[src/rtl/ntcrack_host_link.sv]
// Host-side controller for the cracker core's byte-serial port: serialises
// 128-bit target hashes into strobed bytes and reassembles 20-byte passwords.
module ntcrack_host_link #(
  parameter int unsigned STROBE_GAP  = 3,
  parameter int unsigned HASH_SETTLE = 32,
  parameter int unsigned CNT_W       = 16
) (
  input  logic             clk,
  input  logic             rst_n,
  input  logic [127:0]     hash_in,
  input  logic             hash_valid,
  output logic             hash_ready,
  input  logic             start,
  output logic [7:0]       new_hash_byte,
  output logic             store_hash_byte,
  output logic             go,
  input  logic             match_found,
  input  logic [7:0]       password_byte,
  output logic [159:0]     pw_chars,
  output logic             pw_valid,
  input  logic             pw_ready,
  output logic [4:0]       hash_count,
  output logic [CNT_W-1:0] match_count,
  output logic             cracking
);

  localparam int unsigned TMAX     = (HASH_SETTLE > STROBE_GAP) ? HASH_SETTLE : STROBE_GAP;
  localparam int unsigned TW       = $clog2(TMAX + 1);
  localparam int unsigned PW_BYTES = 20;

  typedef enum logic [3:0] {
    S_IDLE,
    S_STROBE,
    S_GAP,
    S_SETTLE,
    S_GO,
    S_LISTEN,
    S_CAPTURE,
    S_ACK,
    S_DROP,
    S_REPORT
  } state_t;

  state_t state, state_next;

  logic [TW-1:0]  timer;
  logic [3:0]     byte_idx;
  logic [4:0]     pw_idx;
  logic [127:0]   hash_sh;
  logic [7:0]     byte_q;
  logic [159:0]   pw_sh;
  logic           gap_done;
  logic           settle_done;
  logic           last_byte;
  logic           last_pw;
  logic           accept;
  logic           crack_req;

  assign gap_done    = (timer == TW'(STROBE_GAP - 1));
  assign settle_done = (timer == TW'(HASH_SETTLE - 1));
  assign last_byte   = (byte_idx == 4'd15);
  assign last_pw     = (pw_idx == 5'(PW_BYTES - 1));
  assign accept      = hash_valid && hash_ready;
  assign crack_req   = start && (hash_count != '0) && !cracking;
  assign pw_chars    = pw_sh;

  always_ff @(posedge clk or negedge rst_n) begin
    if (!rst_n) begin
      state <= S_IDLE;
    end else begin
      state <= state_next;
    end
  end

  always_comb begin
    state_next = state;
    case (state)
      S_IDLE: begin
        if (accept) begin
          state_next = S_STROBE;
        end else if (crack_req) begin
          state_next = S_GO;
        end
      end
      S_STROBE:  state_next = last_byte ? S_SETTLE : S_GAP;
      S_GAP:     if (gap_done) state_next = S_STROBE;
      S_SETTLE:  if (settle_done) state_next = S_IDLE;
      S_GO:      state_next = S_LISTEN;
      S_LISTEN:  if (match_found) state_next = S_CAPTURE;
      S_CAPTURE: state_next = last_pw ? S_REPORT : S_ACK;
      S_ACK:     state_next = S_DROP;
      S_DROP:    if (!match_found) state_next = S_LISTEN;
      S_REPORT:  if (pw_ready) state_next = S_ACK;
      default:   state_next = S_IDLE;
    endcase
  end

  always_comb begin
    store_hash_byte = (state == S_STROBE);
    go              = (state == S_GO) || (state == S_ACK);
    new_hash_byte   = (state == S_STROBE) ? hash_sh[127:120] : byte_q;
  end

  // hash_ready is registered from the next state so it reads 0 while in reset.
  always_ff @(posedge clk or negedge rst_n) begin
    if (!rst_n) begin
      hash_ready  <= 1'b0;
      timer       <= '0;
      byte_idx    <= '0;
      pw_idx      <= '0;
      hash_sh     <= '0;
      byte_q      <= '0;
      pw_sh       <= '0;
      pw_valid    <= 1'b0;
      hash_count  <= '0;
      match_count <= '0;
      cracking    <= 1'b0;
    end else begin
      hash_ready <= (state_next == S_IDLE) && !cracking;
      timer      <= ((state == S_GAP || state == S_SETTLE) && state_next == state)
                    ? timer + 1'b1 : '0;
      case (state)
        S_IDLE: begin
          if (accept) begin
            hash_sh  <= hash_in;
            byte_idx <= '0;
          end
        end
        S_STROBE: begin
          byte_q   <= hash_sh[127:120];
          hash_sh  <= {hash_sh[119:0], 8'h00};
          byte_idx <= byte_idx + 1'b1;
        end
        S_SETTLE: begin
          if (settle_done && hash_count != 5'd31) begin
            hash_count <= hash_count + 1'b1;
          end
        end
        S_GO: cracking <= 1'b1;
        S_CAPTURE: begin
          pw_sh <= {pw_sh[151:0], password_byte};
          if (last_pw) begin
            pw_valid <= 1'b1;
          end
        end
        // The deferred 20th ack passes through here too; it wraps the slot index.
        S_ACK: pw_idx <= last_pw ? '0 : pw_idx + 1'b1;
        S_REPORT: begin
          if (pw_ready) begin
            pw_valid <= 1'b0;
            if (match_count != '1) begin
              match_count <= match_count + 1'b1;
            end
          end
        end
        default: ;
      endcase
    end
  end

  a_go_store_excl: assert property (@(posedge clk) disable iff (!rst_n)
    !(go && store_hash_byte));
  a_go_single: assert property (@(posedge clk) disable iff (!rst_n)
    !(go && $past(go)));

endmodule

[config.mk]
export PLATFORM = sky130hd
export DESIGN_NAME = ntcrack_host_link
export DESIGN_NICKNAME = d
export VERILOG_FILES = /design/src/rtl/ntcrack_host_link.sv
export SDC_FILE = /design/constraint.sdc
export NUM_CORES = 1
export LEC_CHECK = 0
export CORE_MARGIN = 2
export CORE_UTILIZATION = 63
export DETAILED_ROUTE_END_ITERATION = 12
export DONT_BUFFER_PORTS = 1
export PLACE_DENSITY = 0.8
export SLEW_MARGIN = 20
export SYNTH_ARGS = -nofsm -noshare
export SYNTH_HDL_FRONTEND = slang
export SYNTH_SLANG_ARGS = --single-unit
[constraint.sdc]
create_clock -name clk -period 2.71 [get_ports clk]
set_input_delay 0.6775 -clock clk [delete_from_list [all_inputs] [get_ports clk]]
set_output_delay 0.6775 -clock clk [all_outputs]
set_load 0.05 [all_outputs]
== Word level (Yosys, flattened, before mapping) ==
Cells that the tools add are included.
Operators by class
  add/sub/neg operators: 5
  equality and inequality tests: 19
  muxes and demuxes: 20
  reductions and logical operators: 18
Operator list (count)
  128-bit one-hot mux with 2 select lines: 1
  128-bit 2-to-1 mux: 1
  4-bit one-hot mux with 10 select lines: 1
  4-bit 2-to-1 mux: 9
  16-bit by 1-bit adder with 16-bit output (second input constant): 1
  4-bit by 3-bit equality test with 1-bit output (second input constant): 4
  16-bit inequality test (second input constant): 1
  4-bit equality test (second input constant): 3
  5-bit by 1-bit adder with 5-bit output (second input constant): 2
  4-bit by 2-bit equality test with 1-bit output (second input constant): 2
  4-bit zero test: 2
  8-bit 2-to-1 mux: 1
  4-bit one-hot mux with 2 select lines: 1
  6-bit by 1-bit adder with 6-bit output (second input constant): 1
  6-bit by 2-bit equality test with 1-bit output (second input constant): 1
  6-bit by 5-bit equality test with 1-bit output (second input constant): 1
  1-bit logical AND: 6
  6-bit 2-to-1 mux: 1
  2-bit inequality test (second input constant): 3
  3-bit AND reduction: 2
  5-bit equality test (second input constant): 1
  5-bit 2-to-1 mux: 1
  5-bit inequality test (second input constant): 1
  5-bit nonzero test: 1
  other kinds (9): 14
Word-level totals
  register bits after elaboration: 339
  output and inout port bits: 194
  word-level logic and storage cells: 74

== Logic depth before layout (Yosys ltp) ==
Gate-level depths: netlist of run 1.
  depth after elaboration: 9
  mapped depth: 7

== Least setup slack after synthesis of run 1 ==
OpenSTA, ideal clock, no wires.
  path type: register to output
  start point: reg state[1]
  end point: out new_hash_byte[0]
  arrival: 2202 ps
  setup slack: -169 ps
  cell stages (with the launch flop): 8
  path buffers: 2
  cell sequence: dfrtp_1 -> nand2b_1 -> or3_1 -> clkbuf_1 -> inv_1 -> clkbuf_1 -> nand2_1 -> nand2_1
Between the ends
  cells in the longest elaborated chain, start to end: 2
RTL lines
  start, declared: line 44  | state_t state, state_next;
  start signal, assigned: line 71  | state <= state_next;
  4-bit by 1-bit equality test with 1-bit output
  via store_hash_byte: line 15  | output logic store_hash_byte,
  8-bit 2-to-1 mux
  end, declared: line 14  | output logic [7:0] new_hash_byte,
The timed path passes the listed nets, and every way through them passes these cells.

== Worst setup path in the final report of run 1 ==
  start point: reg state[2]
  end point: out new_hash_byte[0]
Between the ends
  cells in the longest elaborated chain, start to end: 2
RTL lines
  4-bit by 1-bit equality test with 1-bit output: line 101  | new_hash_byte = (state == S_STROBE) ? hash_sh[127:120] : byte_q;
  8-bit 2-to-1 mux
No other way between the ends.

==> results of run 1 <==
[registers in the layout (all words and copies together) (netlist names)]
| register | flops |
|---|---|
| hash_sh | 128 |
| pw_valid | 1 |
| state | 4 |
| pw_idx | 5 |
| pw_chars | 160 |
| timer | 6 |
| match_count | 16 |
| byte_q | 8 |
| hash_count | 5 |
| cracking | 1 |
| byte_idx | 4 |
| hash_ready | 1 |
[critical path, delay by kind of cell (launching register included)]
kind / cells / cell delay (ps)
buf+inv: 2 / 300
simple gates: 3 / 690
flops: 1 / 490
[synth_stat cells (3+ instances only)]
library cell,instances
sky130_fd_sc_hd__dfrtp_1,339
sky130_fd_sc_hd__buf_4,9
sky130_fd_sc_hd__mux2_2,163
sky130_fd_sc_hd__a21o_1,3
sky130_fd_sc_hd__or3_1,3
sky130_fd_sc_hd__nand3_1,18
sky130_fd_sc_hd__nand2_1,61
sky130_fd_sc_hd__o21ai_0,10
sky130_fd_sc_hd__buf_1,10
sky130_fd_sc_hd__nand2b_1,3
sky130_fd_sc_hd__nor3_1,6
sky130_fd_sc_hd__nand4_1,10
sky130_fd_sc_hd__and3_1,5
sky130_fd_sc_hd__a31oi_1,3
sky130_fd_sc_hd__ha_1,8
sky130_fd_sc_hd__xor2_1,10
sky130_fd_sc_hd__buf_2,16
sky130_fd_sc_hd__clkbuf_1,29
sky130_fd_sc_hd__inv_1,8
sky130_fd_sc_hd__nor2b_1,6
sky130_fd_sc_hd__nor2_1,258
sky130_fd_sc_hd__o22ai_1,121
sky130_fd_sc_hd__xnor2_1,10
sky130_fd_sc_hd__a21oi_1,7
[report_power, final]
group	total (mW)	switching (mW)	leakage [nW]	internal (mW)
Sequential	6.71	0.619	4.30	6.09
Combinational	3.09	1.87	2.25	1.22
Clock	4.65	1.85	0.531	2.80
[repair_timing]
item | 4_1_cts | 5_1_grt
gates resized for setup | 5 | 1
buffers inserted | 1 | 0
setup endpoints to repair | 9 | 3
cloned | 2 | 0
endpoints found under the hold margin | 339 | 339
pin swaps | 1 | 1
[per-layer routing]
layer	wire, um	global-route usage	vias up	share of wire
met2	14700	0.420	360	0.49
met4	1070	0.102	4	0.036
met3	3150	0.112	80	0.11
li1	-	-	3992	-
met1	11000	0.325	4265	0.37
met5	27	0	-	0.00090
[cells by family after synthesis]
| group | after synthesis |
|---|---|
| XOR/XNOR | 20 |
| adder cells (fa/ha/maj) | 8 |
| buffers and inverters | 72 |
| AO/OA/AOI/OAI | 150 |
| flip-flops | 339 |
| multiplexers | 164 |
| AND/OR/NAND/NOR | 385 |
[area by class of cell]
| class | count | area (sq um) | share of cell area |
|---|---|---|---|
| sequential | 339 | 8480 | 0.560 |
| clock buffer | 50 | 941 | 0.0621 |
| timing repair inverter | 1 | 7.51 | 0.000495 |
| antenna | 1 | 2.50 | 0.000165 |
| timing repair buffer | 36 | 458 | 0.0302 |
| tap | 275 | 344 | 0.0227 |
| multi-input combinational | 728 | 4720 | 0.311 |
| inverter | 8 | 33.8 | 0.00223 |
| clock inverter | 10 | 166 | 0.0110 |
[worst max path at each step]
stage	startpoint	cells after the start	to	slack (ps)
after floorplan	state[1]	7	new_hash_byte[0]	150
after global placement	state[1]	6	new_hash_byte[2]	390
after detailed placement	state[1]	6	new_hash_byte[1]	310
after CTS	state[1]	6	new_hash_byte[1]	30
after global routing	state[2]	5	new_hash_byte[0]	20
final	state[2]	5	new_hash_byte[0]	50
[through the flow]
stage / utilization / setup WS [ps] / std cells / hold slack (ps)
after floorplan: - / 148 / 1138 / 382
after global placement: 0.666 / 388 / 1384 / 391
after detailed placement: 0.666 / 308 / 1384 / 390
after CTS: 0.721 / 28.6 / 1447 / -129
after global routing: 0.721 / 20.5 / 1448 / -138
final: 0.721 / 54.7 / 1448 / -111
==> impl_metrics.csv, run 1 <==
group,metric,value,unit
cells_and_area,stdcell_area,15200,sq um
synthesis,post_synth_inst_count,1138,
cells_and_area,most-common-layout-cells,"sky130_fd_sc_hd__dfrtp_1 (339), sky130_fd_sc_hd__nor2_1 (257), sky130_fd_sc_hd__mux2_2 (163), sky130_fd_sc_hd__o22ai_1 (121), sky130_fd_sc_hd__nand2_1 (60)",
synthesis,synthesis.area,13500,sq um
sta,slew_headroom,0.593,
run_status,violated_checks,"negative hold slack",
cells_and_area,final_common_cell,"sky130_fd_sc_hd__dfrtp_1",
sta,tns,0,ps
clock_tree,clock_sink_count,339,
critical_path,rrSetupSlack,520,ps
drt,ant_nets,0,
global_route,globalRouteTotalUtil,0.265,
clock_tree,clk_path_buf_depth,3,
pwr,powerDensity,953,nW/um^2
synthesis,dominantRegCellSynth,"sky130_fd_sc_hd__dfrtp_1",
floorplan,number_of_core_rows,53,
sta,max_clock_freq,0.377,GHz
sta,final_hold_viols,339,
sta,period_needed,2660,ps
drt,detail_route.wirelength,29.9,mm
floorplan,num_io_pins,336,
global_route,grt_max_degree,340,
synthesis,synth.ff_latch_count,339,
clock_tree,tritoncts,"done",
critical_path,r2r-start,"match_count[0]",
clock_tree,cts-buffers-inserted,34,
sta,timing.final.setup_violations,0,
synthesis,synth.net_count,1288,
place,port_buffers,0,
clock_tree,worst_skew_pair.late_latency,500,ps
place,hpwl_detailed,19.8,mm
synthesis,synth-adder-area-share,0.00743,
critical_path,worst-endpoint-arrival,1980,ps
flow_run,max-cap-violations,0,
drt,dr.first_iter.drc_count,601,
synthesis,synth_xor_area_frac,0.0130,
place,place_area,14000,sq um
critical_path,critical-path-top-cell-by-count,"sky130_fd_sc_hd__nand2_1",
global_route,grt_first_pass_wirelength,47.4,mm
cells_and_area,final_net_count,1298,
floorplan,die_w,150,um
clock_tree,worst_setup_hold_path_clk_slew,60,ps
clock_tree,cts-root-buf,"sky130_fd_sc_hd__clkbuf_16",
critical_path,timing.critical_path.from_type,"flop",
sta,timing.clock.skew,15.6,ps
run_status,status,"finished, violations left",
pwr,report.power.total,14.5,mW
drt,num_vias,8701,
synthesis,synth_cell_types,43,
sta,period_share,0.980,
critical_path,timing.critical_path.fanout_max,10,
global_route,global_route_total_overflow,0,
critical_path,cell_by_cell_listing_of_the_critical_path,"or3_4 -> clkinvlp_4 -> nand2_1 -> nand2_1 -> buf_12",
synthesis,synth_top_cells_by_area,"sky130_fd_sc_hd__dfrtp_1 (63%), sky130_fd_sc_hd__mux2_2 (14%), sky130_fd_sc_hd__nor2_1 (7.2%), sky130_fd_sc_hd__o22ai_1 (5.6%), sky130_fd_sc_hd__nand2_1 (1.7%)",
pwr,leakagePower,7.08,nW
synthesis,post_synth_edffs,0,
synthesis,yosys_warnings,0,
min_path,holdCritPathClass,"in2async",
pwr,largest_voltage_drop_on_the_vdd_net,873,uV
synthesis,muxShareOfSynthArea,0.137,
critical_path,crit_type,"reg2out",
critical_path,cp.required,2030,ps
critical_path,worstReg2RegEnd,"match_count[1]",
sta,timing_max_transition_violations_final,0,
sta,rsz0062_at_grt,"false",
synthesis,synth-async-reset-ratio,1.00,
synthesis,synth_largest_type_area_fraction,0.629,
drt,drcViolationCount,0,
critical_path,worst_path_largest_cell_delay,490,ps
cells_and_area,drive_above_1_share,0.221,
cells_and_area,filler_cell_count,1393,
drt,post_drt_via_cell_ratio,6.01,
synthesis,post_synth_and_or_nand_nor_area_fraction,0.120,
floorplan,die_y,150,um
sta,worstMarginPinSlew,610,ps
critical_path,setup_crit_end_kind,"primary output",
clock_tree,cts_max_level,2,
floorplan,initial_core_util,0.641,
critical_path,critical-path-slowest-cell,"sky130_fd_sc_hd__dfrtp_1",
drt,route.detailed.wl_per_inst,20.7,um
synthesis,synth_top_cell_by_area,"sky130_fd_sc_hd__dfrtp_1",
place,routabilityCongestion,0.893,
synthesis,proportion_of_synthesized_chip_area_in_sequential_cells,0.629,
cells_and_area,syn_to_layout_area_delta,12.4,%
floorplan,floorplan.die_area,22600,sq um
synthesis,post_synth.cell_area_avg,11.8,sq um
synthesis,synth-compound-area-share,0.0693,
floorplan,placeableCoreArea,21000,sq um
sta,hold_slack_final,-111,ps
synthesis,synth_top_family_by_area,"multiplexers",
global_route,grt_antenna_before_repair,3,
drt,first_pass_iters,5,
critical_path,ff2ff_path_depth,5,
global_route,grt_pass1_vias,9011,
Power figures use the tool's default switching activity.
==> run 2, diff against run 1 <==
--- a/config.mk
+++ b/config.mk
@@ -7,9 +7,11 @@
 export LEC_CHECK = 0
 export CORE_MARGIN = 2
 export CORE_UTILIZATION = 63
+export CTS_CLUSTER_SIZE = 24
 export DETAILED_ROUTE_END_ITERATION = 12
 export DONT_BUFFER_PORTS = 1
 export PLACE_DENSITY = 0.8
+export SETUP_SLACK_MARGIN = 0.3
 export SLEW_MARGIN = 20
 export SYNTH_ARGS = -nofsm -noshare
 export SYNTH_HDL_FRONTEND = slang
==> run 2 against run 1 <==
Against the previous run: the flow still finishes with violations (negative hold slack); global-route usage shrank 0.32 points; die area unchanged; worst hold slack got worse by 12 ps; clock skew down 9.3 ps; first-iteration DRC count shrank 21%; register-to-register slack worse by 30 ps; critical path type unchanged.
==> impl_metrics.csv, run 2 (same netlist as run 1, synthesis figures left out) <==
group,metric,value,unit
floorplan,floorplan.die_area,22600,sq um
cells_and_area,largest_reg_flops,160,
sta,timing.clock.skew,6.32,ps
drt,detail_route.wirelength,30.1,mm
clock_tree,clk_path_buf_depth,3,
place,hpwl_detailed,19.1,mm
floorplan,placeableCoreArea,21000,sq um
critical_path,worst_path_largest_cell_delay,470,ps
sta,rsz0062_at_grt,"true",
global_route,globalRouteTotalUtil,0.262,
clock_tree,worst_skew_pair.late_latency,490,ps
cells_and_area,syn_to_layout_area_delta,13.6,%
cells_and_area,drive_above_1_share,0.249,
clock_tree,tritoncts,"done",
run_status,status,"finished, violations left",
place,port_buffers,0,
critical_path,critical-path-slowest-cell,"sky130_fd_sc_hd__or3_4",
floorplan,die_y,150,um
critical_path,cell_by_cell_listing_of_the_critical_path,"nand2b_4 -> or3_4 -> clkinvlp_4 -> nand2_2 -> nand2_4",
flow_run,max-cap-violations,0,
sta,timing_max_transition_violations_final,0,
floorplan,number_of_core_rows,53,
cells_and_area,antennaDiodeCount,0,
pwr,powerDensity,958,nW/um^2
drt,route.detailed.wl_per_inst,20.7,um
clock_tree,worst_setup_hold_path_clk_slew,60,ps
drt,dr.first_iter.drc_count,476,
place,routabilityCongestion,0.831,
floorplan,num_io_pins,336,
global_route,grt_pass1_vias,8892,
cells_and_area,filler_cell_count,1380,
sta,worstMarginPinSlew,853,ps
critical_path,rrSetupSlack,490,ps
global_route,global_route_total_overflow,0,
clock_tree,cts-buffers-inserted,35,
min_path,holdCritPathClass,"in2async",
clock_tree,clock_sink_count,339,
critical_path,cp.required,2030,ps
critical_path,timing.critical_path.fanout_max,7,
global_route,grt_max_degree,340,
critical_path,crit_type,"reg2out",
critical_path,setup_crit_end_kind,"primary output",
sta,final_hold_viols,121,
sta,tns,0,ps
global_route,grt_antenna_before_repair,0,
critical_path,timing.critical_path.from,"state[1]",
pwr,leakagePower,7.14,nW
sta,timing.final.setup_violations,0,
drt,num_vias,8739,
floorplan,initial_core_util,0.641,
global_route,grt_first_pass_wirelength,46.9,mm
place,pre_cts_ws,263,ps
clock_tree,cts-root-buf,"sky130_fd_sc_hd__clkbuf_16",
cells_and_area,most-common-layout-cells,"sky130_fd_sc_hd__dfrtp_1 (338), sky130_fd_sc_hd__nor2_1 (257), sky130_fd_sc_hd__mux2_2 (163), sky130_fd_sc_hd__o22ai_1 (121), sky130_fd_sc_hd__nand2_1 (42)",
pwr,largest_voltage_drop_on_the_vdd_net,753,uV
floorplan,die_w,150,um
sta,slew_headroom,0.432,
cells_and_area,final_common_cell,"sky130_fd_sc_hd__dfrtp_1",
sta,final.setup.worst_slack,106,ps
sta,period_needed,2600,ps
cells_and_area,final_net_count,1301,
sta,period_share,0.961,
run_status,violated_checks,"negative hold slack",
drt,post_drt_via_cell_ratio,6.03,
sta,max_clock_freq,0.384,GHz
critical_path,timing.critical_path.from_type,"flop",
critical_path,worst-endpoint-arrival,1930,ps
critical_path,r2r-start,"state[3]",
sta,hold_slack_final,-123,ps
clock_tree,cts_max_level,2,
drt,drcViolationCount,0,
drt,first_pass_iters,5,
drt,ant_nets,0,
## run 2: changes by cell type in the layout (fill, tap and decap cells not counted), sizes merged
cell,previous run,this run
diode,1,0
clkinv,4,8
bufinv,4,5
or3,4,3
buf,36,39
clkbuf,50,46
## run 2: critical path: cells and delay by family (launching register included)
kind,cells,cell delay [ps]
DFF,1,370
buffers and inverters,1,190
and+or+nand+nor,4,860
## run 2: final cells by class
class                      instances  area (sq um)  share of cell area
sequential                       339          8480               0.554
clock inverter                    15           205              0.0134
multi-input combinational        727          4830               0.315
clock buffer                      46          1010              0.0659
timing repair buffer              39           405              0.0265
inverter                           8          33.8             0.00221
timing repair inverter             1          7.51            0.000490
tap                              275           344              0.0225
## run 2: per-stage QoR
| stage | cells | power, mW | instance area [sq um] | util |
|---|---|---|---|---|
| after floorplan | 1138 | 8.83 | 13500 | - |
| after global placement | 1381 | 9.35 | 13900 | 0.661 |
| after CTS | 1448 | 14.7 | 15200 | 0.725 |
| after detailed placement | 1381 | 9.51 | 13900 | 0.661 |
| final | 1450 | 14.7 | 15300 | 0.729 |
| after global routing | 1450 | 15.5 | 15300 | 0.729 |
## run 2: where the power goes
part	switching (mW)	leakage, nW	internal [mW]	total (mW)
clock	1.88	0.599	3.10	4.98
combinational	1.90	2.25	1.08	2.98
sequential	0.619	4.30	6.09	6.71
total	4.40	7.14	10.3	14.7
## run 2: final timing paths
path / end / cells past startpoint
setup / recovery: new_hash_byte[1] / 5
hold / removal: hash_sh[123] / 0
setup reg to reg: hash_sh[66] / 5
hold reg to reg: byte_idx[3] / 1
max in group asynchronous: state[2] / 0
min in group clk: hash_sh[4] / 2
## run 2: what timing repair did
action | 4_1_cts | 5_1_grt
gates cloned | 1 | 0
setup buffers | 5 | 2
endpoints found under the hold margin | 339 | 339
pin swaps | 8 | 11
resized for setup | 17 | 13
setup endpoints to repair | 10 | 11
## run 2: layer usage
metal,up-vias,part of all wire,GRT usage
met3,63,0.10,0.0918
li1,3992,-,-
met4,0,0.029,0.0877
met5,-,0,0
met2,356,0.50,0.430
met1,4328,0.37,0.326
